`config.mk`:
```
export PLATFORM = sky130hd
export DESIGN_NAME = clint_timer_flat
export DESIGN_NICKNAME = d
export VERILOG_FILES = /design/src/rtl/clint_timer_if.sv /design/src/rtl/clint_timer.sv /design/src/flat_wrapper.sv
export SDC_FILE = /design/constraint.sdc
export NUM_CORES = 1
export LEC_CHECK = 0
export CORE_MARGIN = 8
export CORE_UTILIZATION = 50
export DETAILED_ROUTE_END_ITERATION = 8
export PLACE_DENSITY = 0.75
export SYNTH_ARGS = -nofsm -noshare
export SYNTH_HDL_FRONTEND = slang
export SYNTH_SLANG_ARGS = --single-unit
```
`constraint.sdc`:
```
create_clock -name clk -period 2.2 [get_ports clk]
set_input_delay 0.22 -clock clk [delete_from_list [all_inputs] [get_ports clk]]
set_output_delay 0.22 -clock clk [all_outputs]
set_load 0.01 [all_outputs]
```
`src/rtl/clint_timer_if.sv`:
```
// Request/response bus of the core-local interruptor: single outstanding request,
// initiator holds the fields until the one-cycle bus_ready strobe.
interface clint_timer_if;
    logic [31:0] bus_addr;
    logic [31:0] bus_wdata;
    logic        bus_write;
    logic        bus_valid;
    logic [31:0] bus_rdata;
    logic        bus_ready;

    modport master (
        output bus_addr, bus_wdata, bus_write, bus_valid,
        input  bus_rdata, bus_ready
    );

    modport slave (
        input  bus_addr, bus_wdata, bus_write, bus_valid,
        output bus_rdata, bus_ready
    );
endinterface

```
`src/rtl/clint_timer.sv`:
```
// Core-local interruptor: msip register, 64-bit mtime/mtimecmp and mtip compare.
// Define CLINT_PRESCALE_EN to tick mtime once every PRESCALE clk cycles instead of every cycle.
module clint_timer #(
    parameter logic [31:0] BASE_ADDR = 32'h0200_0000,
    parameter int unsigned PRESCALE  = 10
) (
    input  logic          clk,
    input  logic          rst_n,
    clint_timer_if.slave  bus,
    output logic          mtip,
    output logic          msip
);

    localparam logic [15:0] OFF_MSIP     = 16'h0000;
    localparam logic [15:0] OFF_MTCMP_LO = 16'h4000;
    localparam logic [15:0] OFF_MTCMP_HI = 16'h4004;
    localparam logic [15:0] OFF_MTIME_LO = 16'hBFF8;
    localparam logic [15:0] OFF_MTIME_HI = 16'hBFFC;

    if (PRESCALE < 1 || PRESCALE > 65535) begin : g_bad_prescale
        $error("clint_timer: PRESCALE must be in 1..65535");
    end

    typedef enum logic {
        IDLE,
        ACK
    } state_t;

    state_t      state_q, state_d;
    logic        sel, accept, wr_en, tick;
    logic [15:0] offset;
    logic [31:0] rd_mux, rdata_q;
    logic [63:0] mtime_q, mtimecmp_q;
    logic        msip_q, mtip_q;
    logic        unused_addr_bits;

    assign sel              = bus.bus_valid && (bus.bus_addr[31:16] == BASE_ADDR[31:16]);
    assign offset           = {bus.bus_addr[15:2], 2'b00};
    assign accept           = (state_q == IDLE) && sel;
    assign wr_en            = accept && bus.bus_write;
    assign unused_addr_bits = ^bus.bus_addr[1:0];

    // NOTE: every signal assigned in always_comb gets a default first, so no path infers a latch.
    always_comb begin
        state_d = state_q;
        case (state_q)
            IDLE:    if (sel) state_d = ACK;
            ACK:     state_d = IDLE;
            default: state_d = IDLE;
        endcase
    end

    always_comb begin
        rd_mux = '0;
        case (offset)
            OFF_MSIP:     rd_mux = {31'b0, msip_q};
            OFF_MTCMP_LO: rd_mux = mtimecmp_q[31:0];
            OFF_MTCMP_HI: rd_mux = mtimecmp_q[63:32];
            OFF_MTIME_LO: rd_mux = mtime_q[31:0];
            OFF_MTIME_HI: rd_mux = mtime_q[63:32];
            default:      rd_mux = '0;
        endcase
    end

`ifdef CLINT_PRESCALE_EN
    localparam logic [15:0] PRESCALE_LAST = 16'(PRESCALE - 1);
    logic [15:0] prescale_q;

    assign tick = (prescale_q == PRESCALE_LAST);

    // Free-running divider; mtime writes deliberately leave its phase alone.
    always_ff @(posedge clk or negedge rst_n) begin
        if (!rst_n)    prescale_q <= '0;
        else if (tick) prescale_q <= '0;
        else           prescale_q <= prescale_q + 16'd1;
    end
`else
    assign tick = 1'b1;
`endif

    // NOTE: sequential state uses non-blocking assignments so all registers update from pre-edge values.
    always_ff @(posedge clk or negedge rst_n) begin
        if (!rst_n) begin
            state_q <= IDLE;
            rdata_q <= '0;
        end else begin
            state_q <= state_d;
            // Holds the read value through ACK and returns to zero in IDLE.
            rdata_q <= (accept && !bus.bus_write) ? rd_mux : '0;
        end
    end

    // NOTE: the asynchronous reset reaches every architectural register, including the 64-bit timers.
    always_ff @(posedge clk or negedge rst_n) begin
        if (!rst_n) begin
            msip_q     <= 1'b0;
            mtimecmp_q <= '1;
            mtime_q    <= '0;
            mtip_q     <= 1'b0;
        end else begin
            if (wr_en && offset == OFF_MSIP)     msip_q            <= bus.bus_wdata[0];
            if (wr_en && offset == OFF_MTCMP_LO) mtimecmp_q[31:0]  <= bus.bus_wdata;
            if (wr_en && offset == OFF_MTCMP_HI) mtimecmp_q[63:32] <= bus.bus_wdata;

            // A write to either half beats the tick; the other half holds without carry.
            if (wr_en && offset == OFF_MTIME_LO)      mtime_q[31:0]  <= bus.bus_wdata;
            else if (wr_en && offset == OFF_MTIME_HI) mtime_q[63:32] <= bus.bus_wdata;
            else if (tick)                            mtime_q        <= mtime_q + 64'd1;

            mtip_q <= (mtime_q >= mtimecmp_q);
        end
    end

    assign bus.bus_ready = (state_q == ACK);
    assign bus.bus_rdata = rdata_q;
    assign mtip          = mtip_q;
    assign msip          = msip_q;

endmodule

```
`src/flat_wrapper.sv`:
```
// flat-port wrapper written by rule: the top's interface ports become plain ports
module clint_timer_flat 
#(
    parameter logic [31:0] BASE_ADDR = 32'h0200_0000,
    parameter int unsigned PRESCALE  = 10
)
  (clk, rst_n, mtip, msip, bus_bus_addr, bus_bus_wdata, bus_bus_write, bus_bus_valid, bus_bus_rdata, bus_bus_ready);
  clint_timer_if bus_i ();
  input  logic clk;
  input  logic rst_n;
  output logic mtip;
  output logic msip;
  input wire logic [$bits(bus_i.bus_addr)-1:0] bus_bus_addr;
  input wire logic [$bits(bus_i.bus_wdata)-1:0] bus_bus_wdata;
  input wire logic [$bits(bus_i.bus_write)-1:0] bus_bus_write;
  input wire logic [$bits(bus_i.bus_valid)-1:0] bus_bus_valid;
  output wire logic [$bits(bus_i.bus_rdata)-1:0] bus_bus_rdata;
  output wire logic [$bits(bus_i.bus_ready)-1:0] bus_bus_ready;
  assign bus_i.bus_addr = bus_bus_addr;
  assign bus_i.bus_wdata = bus_bus_wdata;
  assign bus_i.bus_write = bus_bus_write;
  assign bus_i.bus_valid = bus_bus_valid;
  assign bus_bus_rdata = bus_i.bus_rdata;
  assign bus_bus_ready = bus_i.bus_ready;
  clint_timer #(.BASE_ADDR(BASE_ADDR), .PRESCALE(PRESCALE)) u_core (.clk(clk), .rst_n(rst_n), .bus(bus_i), .mtip(mtip), .msip(msip));
endmodule
```
==> results.cfg, run 1 <==
[setup_path]
reg2regPathDepth = 7
cp_slowest_cell = or4_4
crit_required_ns = 2.53
reg2reg_to = u_core.mtime_q[63]$_DFFE_PN0N_
end_kind = register
critPathTopFamily = simple AND/OR/NAND/NOR gates
start_kind = register
crit_chain = buf_4, nand3_4, or2_4, or4_4, or4_4, o22ai_1, o21ba_1
crit_arrival_ns = 2.74
cp_max_fo = 2
worstReg2RegStart = u_core.mtime_q[34]$_DFFE_PN0N_
crit_top_cell = or4_4
r2r_setup_slack_ns = -0.21
critPathKind = reg2reg
crit_buf_inv = 1
slowest_delay_ns = 0.59

[synthesis]
synth_area_leaders = dfrtp_1, dfstp_2, ha_1
yosysTopAreaCellShare_pct = 25.2
syn-cell-area_um2 = 9820
yosys_warnings = 0
syn_nets = 1194
ys_types = 61
async_reset_ff_share_pct = 100
synth_flop_cell = dfrtp_1
ys_ff_latch = 163
ys_seq_area_share_pct = 42.4
avgSynthCellArea_um2 = 9.25
synth_cells = 1061
yosys.area.top_type = dfrtp_1
synth.most_common_cell = nor2_1
synth_edf_count = 0
yosys-top-cells-count = nor2_1, nand2_1, dfrtp_1, inv_1, o21ai_0

[cells_and_area]
n_antenna_cell = 0
seqCellArea_um2 = 4160
final_area_um2 = 14000
fillCellCount = 1345
fin_cells = 1610
final_nets = 1465
area_growth_pct = 42.7
multi_input_area_um2 = 5750
drive_above_1_share_pct = 34.4

[route]
vias_per_cell = 6.43
drtAntennaViolNets = 0
dr.pass1.iters = 9
drt-initial-drc-count = 1396
drc = 6
vias = 10400
wirelength_mm = 35.9
wire_per_inst_um = 22.3

[timing]
slew_headroom_pct = 61.6
hold_viol = 0
fin_worst_skew_ns = 0.0133
layout_min_cycle_time_ns = 2.41
fmax_ghz = 0.415
slew_violations = 0
fin_crit_sh_pct = 109
fin_ws_ns = -0.207
tightest_slew_ns = 0.576
rsz0062_at_grt = true
finalSetupViolCount = 13

[clock_tree]
clock-sinks = 163
cts_tree = yes
worst_skew_pair.late_latency_ns = 0.45
cts_made_buffers = 17
cts.htree.levels = 4
cts_buffer_depth = 2
root_buffer = clkbuf_16
path_clk_slew_ns = 0.06

[die]
initial_core_util_pct = 50.6
die_area_um2 = 24400
die_w_um = 156
num_rows = 51
fp.dieH_um = 156
core_area_um2 = 19400
pin_count = 103

[power]
power.leakage_nw = 6.18
powerDensity_nw_per_um2 = 474
vdd_ir_drop_max_mv = 0.521

[global_routing]
grt_max_degree = 55
grt_overflow = 0
grt_pass1_wl_mm = 52.8
antenna_found_initial = 0
track_usage_pct = 27.3
grt_pass1_vias = 9950

[placement]
gp_congestion = 0.923
dp_cells = 1541
placed_cell_area_um2 = 12300
dp_hpwl_mm = 23.6
port_buffers = 100

[min_path]
min_from = bus_bus_addr[28]
min_path_type = in2reg
holdPathEnd = u_core.bus.bus_ready$_DFF_PN0_
hold_depth = 5

[run_status]
violations = DRC, setup timing
outcome = finished with violations

[flow_run]
maxCapViolations = 0
## worst reg2reg max path, delay by kind of cell (launching register included)
kind / cells / cell delay (ns)
simple gates: 4 / 1.45
flops: 1 / 0.38
compound gates: 2 / 0.33
buf+inv: 1 / 0.14
## area by class of cell
| class | count | area share [%] |
|---|---|---|
| multi-input cells | 764 | 41.1 |
| flip-flops and latches | 163 | 29.7 |
| repair buffers | 308 | 20.2 |
| clock buffers | 24 | 3.51 |
| well taps | 265 | 2.37 |
| inverters | 78 | 2.09 |
| clock inverters | 8 | 1.05 |
## state kept, by name, summed over array words and instances (netlist names)
signal and flops:
u_core.bus.bus_rdata 32, u_core.bus.bus_ready 1, u_core.msip 1, u_core.mtime_q 64, u_core.mtimecmp_q 64, u_core.mtip 1
## cells by family (layout without fill, tap and decap cells)
group / after synthesis / after routing / synth area share [%]
compound gates: 262 / 262 / 17.8
mux: 64 / 64 / 7.29
simple gates: 364 / 365 / 18.1
buf+inv: 135 / 418 / 5.49
xor+xnor: 8 / 8 / 0.714
fa+ha+maj: 65 / 65 / 8.28
flops: 163 / 163 / 42.4
## worst max-delay path by stage
stage	to	cells past startpoint	startpoint	slack, ns
floorplan	u_core.mtime_q[63]$_DFFE_PN0N_	7	u_core.mtime_q[37]$_DFFE_PN0N_	-0.11
global placement	u_core.mtip$_DFF_PN0_	8	u_core.mtimecmp_q[0]$_DFFE_PN1P_	-0.73
detailed placement	u_core.mtip$_DFF_PN0_	8	u_core.mtimecmp_q[0]$_DFFE_PN1P_	-0.62
CTS	u_core.mtip$_DFF_PN0_	8	u_core.mtimecmp_q[9]$_DFFE_PN1P_	-0.07
global route	u_core.mtip$_DFF_PN0_	7	u_core.mtimecmp_q[0]$_DFFE_PN1P_	-0.24
finish	u_core.mtime_q[63]$_DFFE_PN0N_	7	u_core.mtime_q[34]$_DFFE_PN0N_	-0.21
## per-stage QoR
| step | hold slack, ns | worst slack, ns | total power (W) | TNS, ns | util, % |
|---|---|---|---|---|---|
| 2_1_floorplan | -0.0756 | -0.107 | 0.00311 | -0.109 | - |
| 4_1_cts | 0.341 | -0.0691 | 0.00661 | -0.201 | 68.2 |
| 3_5_place_dp | 0.227 | -0.619 | 0.00336 | -42.99 | 63.5 |
| 3_3_place_gp | 0.221 | -0.734 | 0.00336 | -36.88 | 63.5 |
| 6_report | 0.316 | -0.207 | 0.00664 | -0.767 | 72.2 |
| 5_1_grt | 0.324 | -0.241 | 0.00678 | -1.42 | 72.2 |
## report_power, final
part / internal (W) / switching [W]
combinational: 0.000149 / 0.000172
sequential: 0.00300 / 0.00000000442
clock: 0.00202 / 0.00130
total: 0.00517 / 0.00147
## what timing repair did
item / CTS / global route
pin swaps: 22 / 47
hold buffers: 1 / 0
gates cloned: 1 / 5
gates resized for setup: 36 / 115
hold endpoints to repair: 24 / 0
endpoints found under the setup margin: 21 / 72
setup buffers: 9 / 22
## cells in the final DEF, fill, tap and decap left out, types with 8 or more instances in the layout
cell               n
buf_4            174
nor2_1           102
nand2_1           98
dfrtp_1           96
clkdlybuf4s50_1   93
inv_1             74
dfstp_2           64
o21ai_0           61
mux2_2            60
a21oi_1           59
ha_1              55
nand4_1           33
a222oi_1          32
nand3_1           22
a211oi_1          21
clkbuf_16         20
nor3_1            17
buf_6             16
a21o_1            14
and3_1            14
ha_4              10
buf_12            10
or4_4              8
o21ai_2            8
o22ai_1            8
## metal layers
| layer | up-vias | wire length, µm | GRT usage, % |
|---|---|---|---|
| met1 | 5045 | 13900 | 34.6 |
| met4 | 0 | 1330 | 10.2 |
| met2 | 699 | 17300 | 45.0 |
| met5 | - | 0 | 0 |
| met3 | 141 | 3370 | 6.12 |
| li1 | 4468 | - | - |
No activity file was read; power rests on OpenSTA's default activity.
==> inputs of run 2 (changes only) <==
Settings changed: CORE_UTILIZATION 50 to 40, PLACE_DENSITY 0.75 to not set.
==> run 2 against run 1 <==
Net effect:
- the run ends with setup timing left
- via count fell by 7.3%
- sequential power about the same
- setup slack better by 0.11 ns
==> results.cfg, run 2 (synthesized netlist as in run 1, its figures left out) <==
[clock_tree]
root_buffer = clkbuf_16
cts_tree = yes
cts_buffer_depth = 2
worst_skew_pair.late_latency_ns = 0.43
cts.htree.levels = 4
path_clk_slew_ns = 0.07
cts_made_buffers = 17
clock-sinks = 163

[power]
p_sw_w = 0.00150
seqPwrFrac_pct = 46.1
vdd_ir_drop_max_mv = 0.346
pwr-share-comb_pct = 4.8
p_total_w = 0.00651
clkPwrFrac_pct = 49.1
p_int_w = 0.00501
switching_share_pct = 23.0
powerDensity_nw_per_um2 = 457
power.leakage_nw = 6.27

[cells_and_area]
drive_above_1_share_pct = 35.0
n_antenna_cell = 0
final_common_cell = buf_4
mostFrequentLayoutCells = buf_4, nor2_1, nand2_1
area_growth_pct = 45.1
final_nets = 1477
fin_util_pct = 58.9

[die]
die_area_um2 = 29800
num_rows = 57
die_w_um = 173
fp.dieH_um = 173
pin_count = 103
initial_core_util_pct = 40.6
core_area_um2 = 24200

[setup_path]
critPathTopFamily = simple AND/OR/NAND/NOR gates
crit_arrival_ns = 2.61
crit_chain = buf_6, nand3_4, or2_4, or4_4, buf_6, or4_4, o21ai_2, a21oi_1
end_kind = register
critPathKind = reg2reg
crit_required_ns = 2.51
slowest_delay_ns = 0.60
cp_slowest_cell = or4_4
cp_max_fo = 4
crit_buf_inv = 2
start_kind = register

[placement]
gp_congestion = 0.905
dp_hpwl_mm = 24.0
port_buffers = 100

[route]
drc = 0
dr.pass1.iters = 7
vias_per_cell = 5.71
vias = 9593
wire_per_inst_um = 20.2
drt-initial-drc-count = 867
drtAntennaViolNets = 0
wirelength_mm = 34.0

[timing]
hold_viol = 0
fin_ws_ns = -0.0965
fin_worst_skew_ns = 0.0109
rsz0062_at_grt = true
slew_violations = 0
tightest_slew_ns = 0.542
layout_min_cycle_time_ns = 2.30
finalSetupViolCount = 14
slew_headroom_pct = 63.8
fmax_ghz = 0.435
holdWs_ns = 0.249
fin_crit_sh_pct = 104

[run_status]
outcome = finished with violations
violations = setup timing

[global_routing]
grt_max_degree = 53
track_usage_pct = 21.7
grt_pass1_wl_mm = 52.4
grt_overflow = 0
antenna_found_initial = 0
grt_pass1_vias = 9484

[flow_run]
maxCapViolations = 0

[min_path]
min_path_type = in2async
[run 2: cell types whose count changed in the layout (fill, tap and decap cells not counted), sizes merged]
| cell | change |
|---|---|
| clkdlybuf4s50 | +1 |
| dlymetal6s2s | -1 |
| bufbuf | +1 |
| inv | +4 |
| clkinv | +2 |
| buf | +12 |
| bufinv | -1 |
| nor3 | -1 |
| clkbuf | -5 |
[run 2: worst reg2reg max path, stage by stage (launching register included)]
cell     delay (ns)
dfrtp_1        0.38
buf_6          0.12
nand3_4        0.06
or2_4          0.26
or4_4          0.60
buf_6          0.17
or4_4          0.48
o21ai_2        0.07
a21oi_1        0.05
[run 2: layer usage]
layer  global-route usage, %  routed length, µm
met3                    3.75               2230
met4                    6.29                949
met2                    35.5              16000
met1                    29.1              14800
met5                       0                  0
[run 2: timing repair]
item,in CTS,in global routing
pin swaps,27,49
gates cloned,1,3
endpoints found under the setup margin,22,72
endpoints found under the hold margin,25,0
setup buffers,12,22
resized for setup,42,96
hold buffers,1,0
[run 2: path summary, 6_finish.rpt]
kind,from,to,slack (ns),cells after the start
min in group clk,bus_bus_addr[30],u_core.bus.bus_ready$_DFF_PN0_,0.34,5
hold / removal,rst_n,u_core.bus.bus_rdata[11]$_DFF_PN0_,0.25,2
hold reg to reg,u_core.mtimecmp_q[13]$_DFFE_PN1P_,u_core.mtimecmp_q[13]$_DFFE_PN1P_,0.52,2
setup reg to reg,u_core.mtime_q[35]$_DFFE_PN0N_,u_core.mtime_q[61]$_DFFE_PN0N_,-0.1,8
max in group asynchronous,rst_n,u_core.mtimecmp_q[52]$_DFFE_PN1P_,1.16,3
setup / recovery,u_core.mtime_q[35]$_DFFE_PN0N_,u_core.mtime_q[61]$_DFFE_PN0N_,-0.1,8
[run 2: metrics by stage]
stage	TNS, ns	setup WS [ns]	instances	instance area, µm²
after detailed placement	-41.14	-0.742	1611	12600
after floorplan	-0.109	-0.107	1061	9830
after global placement	-36.88	-0.733	1611	12600
final	-0.641	-0.0965	1681	14200
after CTS	-0.238	-0.112	1656	13500
after global routing	-1.93	-0.192	1681	14200
[run 2: layout make-up]
type,count,area [µm²]
tap,324,405
clock inverter,13,170
fill,2023,9930
sequential,163,4160
inverter,78,293
multi-input combinational,763,5740
clock buffer,19,453
timing repair buffer,321,3030
[run 2: power by group through the flow]
stage,Sequential [W],Clock [W],Combinational (W)
2_1_floorplan,0.00305,0,0.0000513
3_3_place_gp,0.00305,0,0.000307
3_5_place_dp,0.00305,0,0.000309
4_1_cts,0.00300,0.00325,0.000314
5_1_grt,0.00300,0.00338,0.000339
6_report,0.00300,0.00320,0.000313
==> inputs of run 3 (changes only) <==
Settings changed: CORE_UTILIZATION 40 to 45, PLACE_DENSITY set to 0.68.
==> run 3 against run 2 <==
Net effect:
- the flow still finishes with violations (setup timing)
- clock skew grew 0.0051 ns
- setup slack gained 0.029 ns
- wire length is 1.0% higher
- critical path type unchanged
- cell count is 3.9% lower
==> results.cfg, run 3 (synthesized netlist as in run 1, its figures left out) <==
[die]
die_area_um2 = 26800
num_rows = 54
initial_core_util_pct = 45.4
pin_count = 103
fp.dieH_um = 164
die_w_um = 164
core_area_um2 = 21600

[min_path]
min_path_type = in2async

[setup_path]
cp_slowest_cell = dfstp_2
critPathKind = reg2reg
reg2regPathDepth = 8
crit_arrival_ns = 2.58
end_kind = register
crit_chain = inv_1, ha_4, nand2_2, o21a_1, o221ai_2, a2111o_1, a221oi_2, o21ai_1
r2r_setup_slack_ns = -0.07
worstReg2RegStart = u_core.mtimecmp_q[7]$_DFFE_PN1P_
reg2reg_to = u_core.mtip$_DFF_PN0_
cp_max_fo = 2
crit_required_ns = 2.51
slowest_delay_ns = 0.54
critPathTopFamily = compound AO/OA/AOI/OAI gates
crit_buf_inv = 1
start_kind = register
path_depth = 8

[global_routing]
grt_pass1_wl_mm = 51.2
grt_pass1_vias = 9553
track_usage_pct = 24.2
grt_max_degree = 77
antenna_found_initial = 0
grt_overflow = 0

[placement]
port_buffers = 100
gp_congestion = 0.894
dp_hpwl_mm = 22.7
pre_cts_slack_ns = -0.738
dp_cells = 1556
placed_cell_area_um2 = 12400

[clock_tree]
cts_made_buffers = 17
cts_buffer_depth = 2
clock-sinks = 163
root_buffer = clkbuf_16
path_clk_slew_ns = 0.07
cts_tree = yes
worst_skew_pair.late_latency_ns = 0.45
cts.htree.levels = 4

[flow_run]
maxCapViolations = 0

[timing]
fmax_ghz = 0.441
rsz0062_at_grt = true
fin_ws_ns = -0.0673
finalSetupViolCount = 2
hold_viol = 0
fin_crit_sh_pct = 103
fin_worst_skew_ns = 0.0160
tightest_slew_ns = 0.519
slew_violations = 0
slew_headroom_pct = 65.4
layout_min_cycle_time_ns = 2.27
holdWs_ns = 0.213

[route]
wirelength_mm = 34.4
drc = 0
vias_per_cell = 6.06
dr.pass1.iters = 7
vias = 9801
drt-initial-drc-count = 1208
drtAntennaViolNets = 0
wire_per_inst_um = 21.3

[cells_and_area]
n_antenna_cell = 0
area_growth_pct = 41.6
fillCellCount = 1733
final_area_um2 = 13900
final_common_cell = buf_4
fin_cells = 1616
mostFrequentLayoutCells = buf_4, nand2_1, nor2_1
drive_above_1_share_pct = 32.6
final_nets = 1456

[power]
powerDensity_nw_per_um2 = 470
power.leakage_nw = 6.06
p_total_w = 0.00653
vdd_ir_drop_max_mv = 0.368

[run_status]
violations = setup timing
outcome = finished with violations
[run 3: worst max-delay path by stage]
| stage | start | to | slack [ns] |
|---|---|---|---|
| finish | u_core.mtimecmp_q[7]$_DFFE_PN1P_ | u_core.mtip$_DFF_PN0_ | -0.07 |
| floorplan | u_core.mtime_q[37]$_DFFE_PN0N_ | u_core.mtime_q[63]$_DFFE_PN0N_ | -0.11 |
| CTS | u_core.mtimecmp_q[10]$_DFFE_PN1P_ | u_core.mtip$_DFF_PN0_ | -0.05 |
| global route | u_core.mtimecmp_q[35]$_DFFE_PN1P_ | u_core.mtip$_DFF_PN0_ | -0.12 |
| detailed placement | bus_bus_addr[28] | u_core.mtime_q[60]$_DFFE_PN0N_ | -0.74 |
| global placement | bus_bus_addr[28] | u_core.mtime_q[60]$_DFFE_PN0N_ | -0.72 |
[run 3: per-stage QoR]
| step | TNS [ns] | utilization (%) |
|---|---|---|
| floorplan | -0.109 | - |
| global placement | -41.13 | 57.3 |
| detailed placement | -47.33 | 57.3 |
| CTS | -0.0990 | 61.7 |
| global route | -0.837 | 64.3 |
| finish | -0.129 | 64.3 |
[run 3: final cells by class]
| cell class | count | area, µm² | area share (%) |
|---|---|---|---|
| multi-input combinational | 763 | 5660 | 40.7 |
| sequential | 163 | 4160 | 29.9 |
| timing repair buffer | 300 | 2810 | 20.2 |
| clock buffer | 19 | 453 | 3.26 |
| tap | 280 | 350 | 2.52 |
| inverter | 78 | 293 | 2.11 |
| clock inverter | 13 | 173 | 1.24 |
[run 3: where the power goes]
part,internal [W],switching [W]
registers,0.00300,0.00000000571
logic,0.000145,0.000165
clock network,0.00187,0.00136
[run 3: per-layer routing]
layer	global-route usage, %	share of wire [%]
met5	0	0
met4	7.81	2.8
met3	4.41	7.1
met2	39.4	48
met1	32.1	42
[run 3: timing repair]
item / 4_1_cts / 5_1_grt
endpoints found under the setup margin: 27 / 78
pin swaps: 25 / 33
hold endpoints to repair: 26 / 0
hold buffers: 1 / 0
buffers inserted: 11 / 10
cloned: 0 / 7
gates resized for setup: 36 / 70
